### config.mk
export PLATFORM = sky130hd
export DESIGN_NAME = fetch_unit_flat
export DESIGN_NICKNAME = d
export VERILOG_FILES = /design/src/rtl/fetch_unit_if.sv /design/src/rtl/fetch_unit.sv /design/src/flat_wrapper.sv
export SDC_FILE = /design/constraint.sdc
export NUM_CORES = 1
export LEC_CHECK = 0
export ABC_AREA = 1
export CAP_MARGIN = 20
export CORE_ASPECT_RATIO = 1.75
export CORE_MARGIN = 2
export CORE_UTILIZATION = 37
export CTS_CLUSTER_DIAMETER = 150
export CTS_CLUSTER_SIZE = 30
export DETAILED_ROUTE_END_ITERATION = 8
export DONT_BUFFER_PORTS = 1
export GPL_TIMING_DRIVEN = 0
export PLACE_DENSITY = 0.49
export SYNTH_ARGS = -nofsm -noshare
export SYNTH_HDL_FRONTEND = slang
export SYNTH_SLANG_ARGS = --single-unit
### constraint.sdc
create_clock -name clk -period 14.31 [get_ports clk]
set_input_delay 4.293 -clock clk [delete_from_list [all_inputs] [get_ports clk]]
set_output_delay 4.293 -clock clk [all_outputs]
set_load 0.02 [all_outputs]
### src/rtl/fetch_unit_if.sv
// fetch_unit_if: bundles the fetch stage's instruction-memory request and
// response channels, the branch-stage redirect and the decode-facing FIFO
// head.
//   imem_req_valid/ready/addr : word-aligned fetch request (valid/ready)
//   imem_rsp_valid/data       : valid-only instruction response
//   redirect_valid/pc         : branch/jump redirect from the branch stage
//   if_valid/ready/instr/pc   : fetched instruction + PC to decode
// master = fetch unit, slave = memory/branch/decode environment.
interface fetch_unit_if;
  logic        imem_req_valid;
  logic        imem_req_ready;
  logic [31:0] imem_req_addr;
  logic        imem_rsp_valid;
  logic [31:0] imem_rsp_data;
  logic        redirect_valid;
  logic [31:0] redirect_pc;
  logic        if_valid;
  logic        if_ready;
  logic [31:0] if_instr;
  logic [31:0] if_pc;

  modport master (
    output imem_req_valid, imem_req_addr, if_valid, if_instr, if_pc,
    input  imem_req_ready, imem_rsp_valid, imem_rsp_data,
           redirect_valid, redirect_pc, if_ready
  );

  modport slave (
    input  imem_req_valid, imem_req_addr, if_valid, if_instr, if_pc,
    output imem_req_ready, imem_rsp_valid, imem_rsp_data,
           redirect_valid, redirect_pc, if_ready
  );
endinterface

### src/rtl/fetch_unit.sv
// fetch_unit: instruction fetch stage. Owns the architectural PC, issues one
// outstanding word-aligned request at a time, buffers {pc, instr} pairs in a
// DEPTH-entry FIFO for decode, and flushes on redirect (a response that was
// already in flight is drained and dropped).
// Ports:
//   clk  : clock, rising edge
//   rst  : synchronous active-high reset
//   bus  : fetch_unit_if.master (imem request/response, redirect, decode)
//
// FSM states
//   state | meaning
//   IDLE  | no request outstanding
//   WAIT  | one request accepted, response pending and wanted
//   DRAIN | response pending but stale (redirect happened), discard it
module fetch_unit #(
  parameter logic [31:0] RESET_PC = 32'h0000_0000,
  parameter int          DEPTH    = 2
) (
  input  logic         clk,
  input  logic         rst,
  fetch_unit_if.master bus
);

  localparam int AW = (DEPTH > 1) ? $clog2(DEPTH) : 1;
  localparam int CW = $clog2(DEPTH) + 1;
  localparam logic [CW-1:0] DEPTH_C = CW'(DEPTH);

  localparam logic [1:0] IDLE  = 2'd0;
  localparam logic [1:0] WAIT  = 2'd1;
  localparam logic [1:0] DRAIN = 2'd2;

  localparam logic [31:0] WORD_MASK = 32'hFFFF_FFFC;

  logic [1:0]    state;
  logic [31:0]   pc;
  logic [31:0]   req_pc;
  logic [AW-1:0] wr_ptr;
  logic [AW-1:0] rd_ptr;
  logic [CW-1:0] count;

  logic [31:0] instr_mem [DEPTH];
  logic [31:0] pc_mem    [DEPTH];

  logic can_issue;
  logic accept;
  logic push;
  logic pop;

  // Occupancy is the registered count; a pop in the same cycle is not
  // credited, which keeps the request path free of the decode ready.
  always_comb begin
    can_issue = 1'b0;
    if (state == IDLE)
      can_issue = (count < DEPTH_C);
    else if (state == WAIT)
      can_issue = bus.imem_rsp_valid && ((count + CW'(1)) < DEPTH_C);
  end

  assign bus.imem_req_valid = !rst && !bus.redirect_valid && can_issue;
  assign bus.imem_req_addr  = pc & WORD_MASK;

  assign accept = bus.imem_req_valid && bus.imem_req_ready;
  assign push   = (state == WAIT) && bus.imem_rsp_valid && !bus.redirect_valid;
  assign pop    = bus.if_valid && bus.if_ready;

  assign bus.if_valid = (count != '0);
  assign bus.if_instr = instr_mem[rd_ptr];
  assign bus.if_pc    = pc_mem[rd_ptr];

  always_ff @(posedge clk) begin
    if (rst) begin
      pc     <= RESET_PC & WORD_MASK;
      req_pc <= '0;
      state  <= IDLE;
      count  <= '0;
      wr_ptr <= '0;
      rd_ptr <= '0;
    end else if (bus.redirect_valid) begin
      // Flush: a same-cycle pop has already handed the head to decode, so
      // simply re-aligning rd_ptr to wr_ptr empties the FIFO.
      pc     <= bus.redirect_pc & WORD_MASK;
      count  <= '0;
      rd_ptr <= wr_ptr;
      if (state == WAIT)
        state <= bus.imem_rsp_valid ? IDLE : DRAIN;
    end else begin
      if (accept) begin
        req_pc <= pc;
        pc     <= pc + 32'd4;
      end

      case (state)
        IDLE:    if (accept) state <= WAIT;
        WAIT:    if (bus.imem_rsp_valid) state <= accept ? WAIT : IDLE;
        DRAIN:   if (bus.imem_rsp_valid) state <= IDLE;
        default: state <= IDLE;
      endcase

      if (push) wr_ptr <= wr_ptr + AW'(1);
      if (pop)  rd_ptr <= rd_ptr + AW'(1);

      case ({push, pop})
        2'b10:   count <= count + CW'(1);
        2'b01:   count <= count - CW'(1);
        default: count <= count;
      endcase
    end
  end

  // Storage needs no reset; entries are only visible once count covers them.
  always_ff @(posedge clk) begin
    if (push && !rst) begin
      instr_mem[wr_ptr] <= bus.imem_rsp_data;
      pc_mem[wr_ptr]    <= req_pc;
    end
  end

endmodule

### src/flat_wrapper.sv
// flat-port wrapper written by rule: the top's interface ports become plain ports
module fetch_unit_flat 
#(
  parameter logic [31:0] RESET_PC = 32'h0000_0000,
  parameter int          DEPTH    = 2
)
  (clk, rst, bus_imem_req_valid, bus_imem_req_addr, bus_if_valid, bus_if_instr, bus_if_pc, bus_imem_req_ready, bus_imem_rsp_valid, bus_imem_rsp_data, bus_redirect_valid, bus_redirect_pc, bus_if_ready);
  fetch_unit_if bus_i ();
  input  logic clk;
  input  logic rst;
  output wire logic [$bits(bus_i.imem_req_valid)-1:0] bus_imem_req_valid;
  output wire logic [$bits(bus_i.imem_req_addr)-1:0] bus_imem_req_addr;
  output wire logic [$bits(bus_i.if_valid)-1:0] bus_if_valid;
  output wire logic [$bits(bus_i.if_instr)-1:0] bus_if_instr;
  output wire logic [$bits(bus_i.if_pc)-1:0] bus_if_pc;
  input wire logic [$bits(bus_i.imem_req_ready)-1:0] bus_imem_req_ready;
  input wire logic [$bits(bus_i.imem_rsp_valid)-1:0] bus_imem_rsp_valid;
  input wire logic [$bits(bus_i.imem_rsp_data)-1:0] bus_imem_rsp_data;
  input wire logic [$bits(bus_i.redirect_valid)-1:0] bus_redirect_valid;
  input wire logic [$bits(bus_i.redirect_pc)-1:0] bus_redirect_pc;
  input wire logic [$bits(bus_i.if_ready)-1:0] bus_if_ready;
  assign bus_imem_req_valid = bus_i.imem_req_valid;
  assign bus_imem_req_addr = bus_i.imem_req_addr;
  assign bus_if_valid = bus_i.if_valid;
  assign bus_if_instr = bus_i.if_instr;
  assign bus_if_pc = bus_i.if_pc;
  assign bus_i.imem_req_ready = bus_imem_req_ready;
  assign bus_i.imem_rsp_valid = bus_imem_rsp_valid;
  assign bus_i.imem_rsp_data = bus_imem_rsp_data;
  assign bus_i.redirect_valid = bus_redirect_valid;
  assign bus_i.redirect_pc = bus_redirect_pc;
  assign bus_i.if_ready = bus_if_ready;
  fetch_unit #(.RESET_PC(RESET_PC), .DEPTH(DEPTH)) u_core (.clk(clk), .rst(rst), .bus(bus_i));
endmodule
== Word level (Yosys, flattened, before mapping) ==
Memory sizes are Yosys's and may differ from the RTL's. A register that Yosys moved wholly into a read port is not among the register bits.
Index checks and enable logic that the tools add are counted.
Cells by class
  magnitude comparators: 2
  eq/ne operators: 8
  multiplexer cells: 21
  reductions and logical operators: 19
  add/subtract/negate cells: 5
  bitwise logic cells: 1
Operator list (count)
  $mux W32: 2
  $add A32 B3 Y32 const B: 1
  $mux W2: 6
  $mux W1: 11
  $logic_and A1 B1 Y1: 8
  $reduce_bool A2 Y1: 4
  $ne A3 B3 Y1 const B: 2
  $pmux W2 S3: 1
  $eq A2 B1 Y1 const B: 2
  $eq A2 B2 Y1 const B: 2
  $lt A2 B2 Y1 const B: 2
  $pmux W2 S2: 1
  $reduce_and A2 Y1: 2
  $reduce_and A4 Y1: 1
  $ne A3 B2 Y1 const B: 1
  $add A1 B1 Y1 const B: 2
  $add A2 B1 Y2 const B: 1
  $logic_not A1 Y1: 2
  $logic_not A2 Y1: 1
  $ne A2 B1 Y1 const B: 1
  $reduce_or A2 Y1: 1
  $sub A2 B1 Y2 const B: 1
  $not A1 Y1: 1
Word-level totals
  output and inout port bits: 98
  register bits after elaboration: 70
  bits of input ports: 70
  bits in writable memories: 128
  memories kept: 2
Memory list
  u_core.instr_mem: depth 2, bits a word 32, rd ports 1, clocked after memory_dff 1, wr ports 1, RTL line fetch_unit.sv:41  | logic [31:0] instr_mem [DEPTH];
  u_core.pc_mem: depth 2, bits a word 32, rd ports 1, clocked after memory_dff 1, wr ports 1, RTL line fetch_unit.sv:42  | logic [31:0] pc_mem [DEPTH];

== Logic depth before layout (Yosys ltp) ==
Gate-level depths: netlist of run 1.
  word-level depth: 11
  depth in mapped cells: 13
  mapped depth without buffers: 12

== Worst setup path before layout of run 1 ==
No wires, ideal clock.
  path kind: input -> register
  from: in bus_redirect_valid
  to: mem u_core.instr_mem[1][0] (enable)
  path slack: 4.836 ns
  arrival time: 8.916 ns
  path buffers: 1
  stages on the path: 4
  cells stage by stage: buf_2 > inv_1 > nand2_1 > nor3_1
Between the ends
  longest elaborated chain between the ends: 5
RTL lines
  start, declared: RTL line flat_wrapper.sv:19  | input wire logic [$bits(bus_i.redirect_valid)-1:0] bus_redirect_valid;
  $logic_not A1 Y1: RTL line fetch_unit.sv:63  | assign push = (state == WAIT) && bus.imem_rsp_valid && !bus.redirect_valid;
  $logic_and A1 B1 Y1: RTL line fetch_unit.sv:63
  $logic_and A1 B1 Y1: RTL line fetch_unit.sv:112  | if (push && !rst) begin
  $mux W1: RTL line fetch_unit.sv:112
  $mux W1 (not written as such): RTL line fetch_unit.sv:113  | instr_mem[wr_ptr] <= bus.imem_rsp_data;
  end, declared: RTL line fetch_unit.sv:41
Every way passes these cells.

== Worst setup path after layout of run 1 ==
  from: in rst
  to: out bus_imem_req_valid
Between the ends
  longest elaborated chain between the ends: 3
RTL lines
  start, declared: RTL line flat_wrapper.sv:10  | input logic rst;
  $logic_not A1 Y1: RTL line fetch_unit.sv:59  | assign bus.imem_req_valid = !rst && !bus.redirect_valid && can_issue;
  $logic_and A1 B1 Y1 (2 in series): RTL line fetch_unit.sv:59
  end, declared: RTL line flat_wrapper.sv:11  | output wire logic [$bits(bus_i.imem_req_valid)-1:0] bus_imem_req_valid;
Every way passes these cells.

==> results_dict.tcl, run 1 <==
set metrics [dict create \
    outcome "completed" \
    synth.ff_latch_count 191 \
    ys_warn_count 0 \
    setup_viol 0 \
    initial_utilization_pct 37.6 \
    synthMuxAreaShare_pct 8.63 \
    crit_path_start_kind "primary input" \
    viasPerCell 4.84 \
    yosys.area.top_type "edfxtp_1" \
    syn_inst 761 \
    synth_top_area_share_pct 46.0 \
    hold_path_class "reg -> reg" \
    crit_arrival_ns 4.89 \
    worstHoldStart "u_core.req_pc[22]" \
    synth_edf_count 124 \
    post_cts_buffers 0 \
    core_um2 21500 \
    cts.sinks 191 \
    maxSlewViolCount 0 \
    r2r_start "u_core.state[0]" \
    worstPathMaxFanout 10 \
    die_x_um 116 \
    synthAdderAreaFrac_pct 0.464 \
    min_to "u_core.pc_mem[1][22]" \
    critPathCaptureType "output pin" \
    diodes 0 \
    min_period_ns 9.18 \
    grt_usage_pct 18.1 \
    ctsHtreeMaxLevel 4 \
    dpl.cell_count 1063 \
    cts.repair.resized 0 \
    worst_pin_slew_ns 0.915 \
    grt_pass1_vias 5417 \
    dr.pass1.iters 4 \
    fin_worst_skew_ns 0.0160 \
    grt_overflow 0 \
    routedWlPerCell_um 18.7 \
    vias 5299 \
    ys_top_cells_by_count "192 x nand2_1, 124 x edfxtp_1, 67 x dfxtp_1" \
    max-slew-margin-rel_pct 38.6 \
    final-hold-violation-count 0 \
    power_density_nw_per_um2 124 \
    grt_pass1_wl_um 30900 \
    regToRegEndpoint "u_core.pc_mem[1][28]" \
    rows 71 \
    dp_hpwl_um 15700 \
    whs_path_depth 0 \
    dieArea_um2 23100 \
    drive_gt1_share_pct 18.8 \
    p_leak_nw 3.17 \
    drtIter0Drc 170 \
    synth_area_per_cell_um2 10.6 \
    irDropWorstVdd_uv 58.4 \
    synth_top_family_by_area "simple AND/OR/NAND/NOR gates" \
    rsz0062_at_grt "no" \
    drv_cap 0 \
    synth_ff_type "edfxtp_1" \
    critical_path_class "in -> out" \
    synthesis.area_um2 8090 \
    antenna_found_initial 0 \
    drt_wl_total_um 20500 \
    cts_buffers 17 \
    portBuffers 0 \
    clkTransAtPathRegs_ns 0.07 \
    gp_congestion 0.884 \
    synth_compound_area_share_pct 5.82 \
    timing.fmax_mhz 109 \
    hold_buffers 0 \
    root_buffer "clkbuf_16" \
    synth.distinct_cells 31 \
    cts_tree "built" \
    synth_most_common_cell "nand2_1" \
    ioPinCount 168 \
    antenna_left 0 \
    final_nets 863 \
    clock_latency_ns 0.44 \
    yosys-top-cells-area "edfxtp_1 46%, dfxtp_1 17%, nand2_1 8.9%" \
    final_cells 1095 \
    syn_to_final_growth_pct 13.2 \
    drc 0 \
    synthArstFlopShare_pct 0 \
    grt_max_degree 26 \
    die_h_um 200 \
    synth_xor_area_share_pct 1.08 \
    seq_area_frac_synth_pct 62.6 \
    required_ns 10.02 \
    setup-tns-final_ns 0 \
    clock_path_buffers 2 \
    r2r_slack_ns 11.61 \
    yosys.area_share.simple_pct 16.0 \
    min_period_over_period_pct 64.1 \
    rr_worst_depth 10 \
]
## final cells by class
| type | instances | area (µm²) |
|---|---|---|
| inverter | 60 | 225 |
| fill | 2165 | 12300 |
| timing repair buffer | 7 | 104 |
| multi-input combinational | 479 | 2620 |
| clock buffer | 18 | 439 |
| clock inverter | 14 | 134 |
| tap | 292 | 365 |
| buffer | 34 | 206 |
| sequential | 191 | 5060 |
## per-stage QoR
step                      worst slack, ns  power (mW)  area, µm²  hold slack (ns)  utilization [%]
final                                5.13        1.14       9160            0.454             42.6
after global routing                 5.08        1.18       9160            0.470             42.6
after CTS                            5.13        1.15       9160            0.455             42.6
after detailed placement             5.13       0.691       8580            0.436             39.9
after global placement               2.33       0.690       8470            0.433             39.4
after floorplan                      4.84       0.671       8100            0.420                -
## state kept, by name, indices dropped and copies added, names as in the netlist, named ones only
register / flops
u_core.pc_mem: 60
u_core.req_pc: 30
u_core.instr_mem: 64
u_core.wr_ptr: 1
u_core.rd_ptr: 1
u_core.state: 2
u_core.pc: 30
u_core.count: 2
## worst max-delay path, stage by stage
cell and delay [ns]:
buf_2 0.18, nor2_2 0.18, nand2_1 0.07, inv_1 0.15
## power breakdown
group | switching [mW] | leakage [nW] | internal (mW) | total (mW)
combinational | 0.0421 | 1.27 | 0.0219 | 0.0640
sequential | 0.0196 | 1.62 | 0.594 | 0.614
clock | 0.214 | 0.273 | 0.248 | 0.461
total | 0.275 | 3.17 | 0.864 | 1.14
## per-layer routing
layer	GRT usage (%)	up-vias	wire, µm
met2	33.5	166	11000
met1	18.5	2474	7280
met4	9.39	0	885
met5	0	-	0
met3	4.31	33	1260
li1	-	2626	-
## layout by cell type, fill, tap and decap left out, types with 17 or more instances in the layout
cell       count
a21oi_1       49
clkbuf_16     17
dfxtp_1       67
edfxtp_1     124
inv_1         55
mux2_2        62
nand2_1      192
nand3_1       32
nor2_1        55
o21ai_0       29
## how the worst max path moves through the flow
stage / slack, ns / startpoint / endpoint
6_report: 5.13 / rst / bus_imem_req_valid
5_1_grt: 5.08 / rst / bus_imem_req_valid
4_1_cts: 5.13 / rst / bus_imem_req_valid
3_5_place_dp: 5.13 / rst / bus_imem_req_valid
3_3_place_gp: 2.33 / bus_redirect_valid / u_core.instr_mem[1][9]
2_1_floorplan: 4.84 / bus_redirect_valid / u_core.instr_mem[1][0]
## cells by family (layout without fill, tap and decap cells)
logic type | after synthesis | count (layout)
AO/OA/AOI/OAI | 90 | 90
XOR/XNOR | 10 | 10
adder cells (fa/ha/maj) | 3 | 3
buffers and inverters | 94 | 133
flip-flops | 191 | 191
multiplexers | 62 | 62
other | 1 | 4
AND/OR/NAND/NOR | 310 | 310
No activity file was read; power rests on OpenSTA's default activity.
==> inputs of run 2 (changes only) <==
--- a/config.mk
+++ b/config.mk
@@ -15,7 +15,7 @@
 export DETAILED_ROUTE_END_ITERATION = 8
 export DONT_BUFFER_PORTS = 1
 export GPL_TIMING_DRIVEN = 0
-export PLACE_DENSITY = 0.49
+export PLACE_DENSITY = 0.51
 export SYNTH_ARGS = -nofsm -noshare
 export SYNTH_HDL_FRONTEND = slang
 export SYNTH_SLANG_ARGS = --single-unit
==> constraint.sdc (replaced) <==
create_clock -name clk -period 8.35 [get_ports clk]
set_input_delay 2.505 -clock clk [delete_from_list [all_inputs] [get_ports clk]]
set_output_delay 2.505 -clock clk [all_outputs]
set_load 0.02 [all_outputs]
==> run 2 against run 1 <==
Power grew 76%. Flip-flop and latch count unchanged. Sequential share of layout area fell by 0.29 points. Clock skew decreased by 0.0057 ns. Global-route usage decreased by 0.38 points. Routed wire length decreased by 2.7%.
==> results_dict.tcl, run 2 (synthesis gave the netlist of run 1 again) <==
set metrics [dict create \
    dieArea_um2 23100 \
    path_buf_inv 2 \
    grt_pass1_vias 5459 \
    final_cell_mix "192 x nand2_1, 124 x edfxtp_1, 67 x dfxtp_1, 62 x mux2_2" \
    routedLengthMet1_um 7040 \
    timing.fmax_mhz 178 \
    rsz0062_at_grt "no" \
    final-hold-violation-count 0 \
    cpPeakStageDelay_ns 0.19 \
    critical_path_class "in -> out" \
    clock_path_buffers 2 \
    grt_usage_pct 17.7 \
    drive_gt1_share_pct 18.7 \
    fin_worst_skew_ns 0.0103 \
    rr_worst_depth 9 \
    top_layer_used "met4" \
    min_period_ns 5.62 \
    final.fill_count 2153 \
    post_cts_buffers 0 \
    grt_overflow 0 \
    setup_viol 0 \
    rows 71 \
    ctsHtreeMaxLevel 4 \
    viasPerCell 4.82 \
    power_density_nw_per_um2 218 \
    die_h_um 200 \
    fin_util_pct 42.8 \
    hold_path_class "reg -> reg" \
    ioPinCount 168 \
    die_x_um 116 \
    initial_utilization_pct 37.6 \
    critPathTopFamily "buffers and inverters" \
    antenna_found_initial 0 \
    antenna_left 0 \
    drv_cap 0 \
    cts.repair.resized 0 \
    p_leak_nw 3.20 \
    min_period_over_period_pct 67.3 \
    reg.largest.list "u_core.instr_mem: 64 flops, u_core.pc_mem: 60 flops" \
    cts.sinks 191 \
    grt_max_degree 33 \
    dp_hpwl_um 15500 \
    root_buffer "clkbuf_16" \
    irDropWorstVdd_uv 147 \
    critPathLaunch "rst" \
    dr.pass1.iters 5 \
    required_ns 5.85 \
    layout_commonest_cell "nand2_1" \
    max-slew-margin-rel_pct 50.2 \
    maxSlewViolCount 0 \
    final_nets 863 \
    largest_reg_flops 64 \
    routedWlPerCell_um 18.2 \
    wl_met2_um 11000 \
    clkTransAtPathRegs_ns 0.07 \
    crit_cells 4 \
    syn_to_final_growth_pct 13.8 \
    worst_pin_slew_ns 0.742 \
    cts_buffers 17 \
    dr_wl_met3_um 1130 \
    r2r_slack_ns 5.98 \
    core_um2 21500 \
    crit_path_start_kind "primary input" \
    multiInputGateArea_um2 2620 \
    cts_tree "built" \
    critPathCaptureType "output pin" \
    crit_chain "buf_2 > nor2_2 > nand2_1 > inv_1" \
    crit_arrival_ns 3.12 \
    seqCellArea_um2 5060 \
    finalPower_mw 2.01 \
    outcome "completed" \
    drtIter0Drc 231 \
    gp_congestion 0.887 \
    regToRegEndpoint "u_core.pc_mem[1][25]" \
    top_register "u_core.instr_mem" \
    r2r_start "u_core.state[0]" \
    crit_path_end "bus_imem_req_valid" \
    cpMaxStageDelayCell "nor2_2" \
    portBuffers 0 \
    drt_wl_total_um 19900 \
    hold_buffers 0 \
    vias 5277 \
    clock_latency_ns 0.43 \
    worstPathMaxFanout 10 \
    diodes 0 \
    grt_pass1_wl_um 30400 \
    drc 0 \
]
run 2: cell count changes in the layout (fill, tap and decap cells not counted), sizes merged:
cell / before / now
clkinvlp: 3 / 1
clkinv: 6 / 5
bufinv: 1 / 2
clkbuf: 28 / 32
inv: 64 / 62
run 2: worst min-delay path by stage:
stage,start,to,depth (start not counted)
5_1_grt,u_core.req_pc[31],u_core.pc_mem[0][31],0
6_report,u_core.req_pc[6],u_core.pc_mem[1][6],0
3_3_place_gp,u_core.req_pc[21],u_core.pc_mem[0][21],0
2_1_floorplan,u_core.req_pc[15],u_core.pc_mem[0][15],0
4_1_cts,u_core.req_pc[31],u_core.pc_mem[0][31],0
3_5_place_dp,u_core.req_pc[31],u_core.pc_mem[0][31],0
run 2: per-layer routing:
layer	vias to the layer above	track usage [%]
li1	2628	-
met1	2464	17.7
met2	157	33.6
met3	28	4.40
met4	0	8.29
met5	-	0
run 2: cell type report:
class	count	share of cell area (%)
multi-input combinational	479	28.4
sequential	191	55.0
buffer	34	2.24
timing repair buffer	7	1.05
tap	292	3.97
clock buffer	22	5.52
inverter	60	2.45
clock inverter	10	1.32
run 2: worst reg2reg max path: stages (launching register included):
cell and delay, ns:
dfxtp_1 0.39, inv_1 0.09, nor2_2 0.09, inv_1 0.06
nor2_1 0.13, nand2_1 0.13, nor3_2 0.59, buf_6 0.25
buf_6 0.19, buf_6 0.17
run 2: through the flow:
| step | std cells | setup slack [ns] | area, µm² | hold WS, ns | setup TNS (ns) |
|---|---|---|---|---|---|
| finish | 1095 | 2.73 | 9210 | 0.459 | 0 |
| global route | 1095 | 2.68 | 9210 | 0.471 | 0 |
| CTS | 1095 | 2.71 | 9210 | 0.458 | 0 |
| detailed placement | 1063 | 2.71 | 8580 | 0.440 | 0 |
| global placement | 1056 | -1.81 | 8470 | 0.436 | -111.54 |
| floorplan | 764 | 0.664 | 8100 | 0.420 | 0 |
run 2: power by group:
group	total [mW]	internal, mW	switching [mW]
Sequential	1.05	1.02	0.0333
Combinational	0.110	0.0375	0.0723
Clock	0.843	0.498	0.345
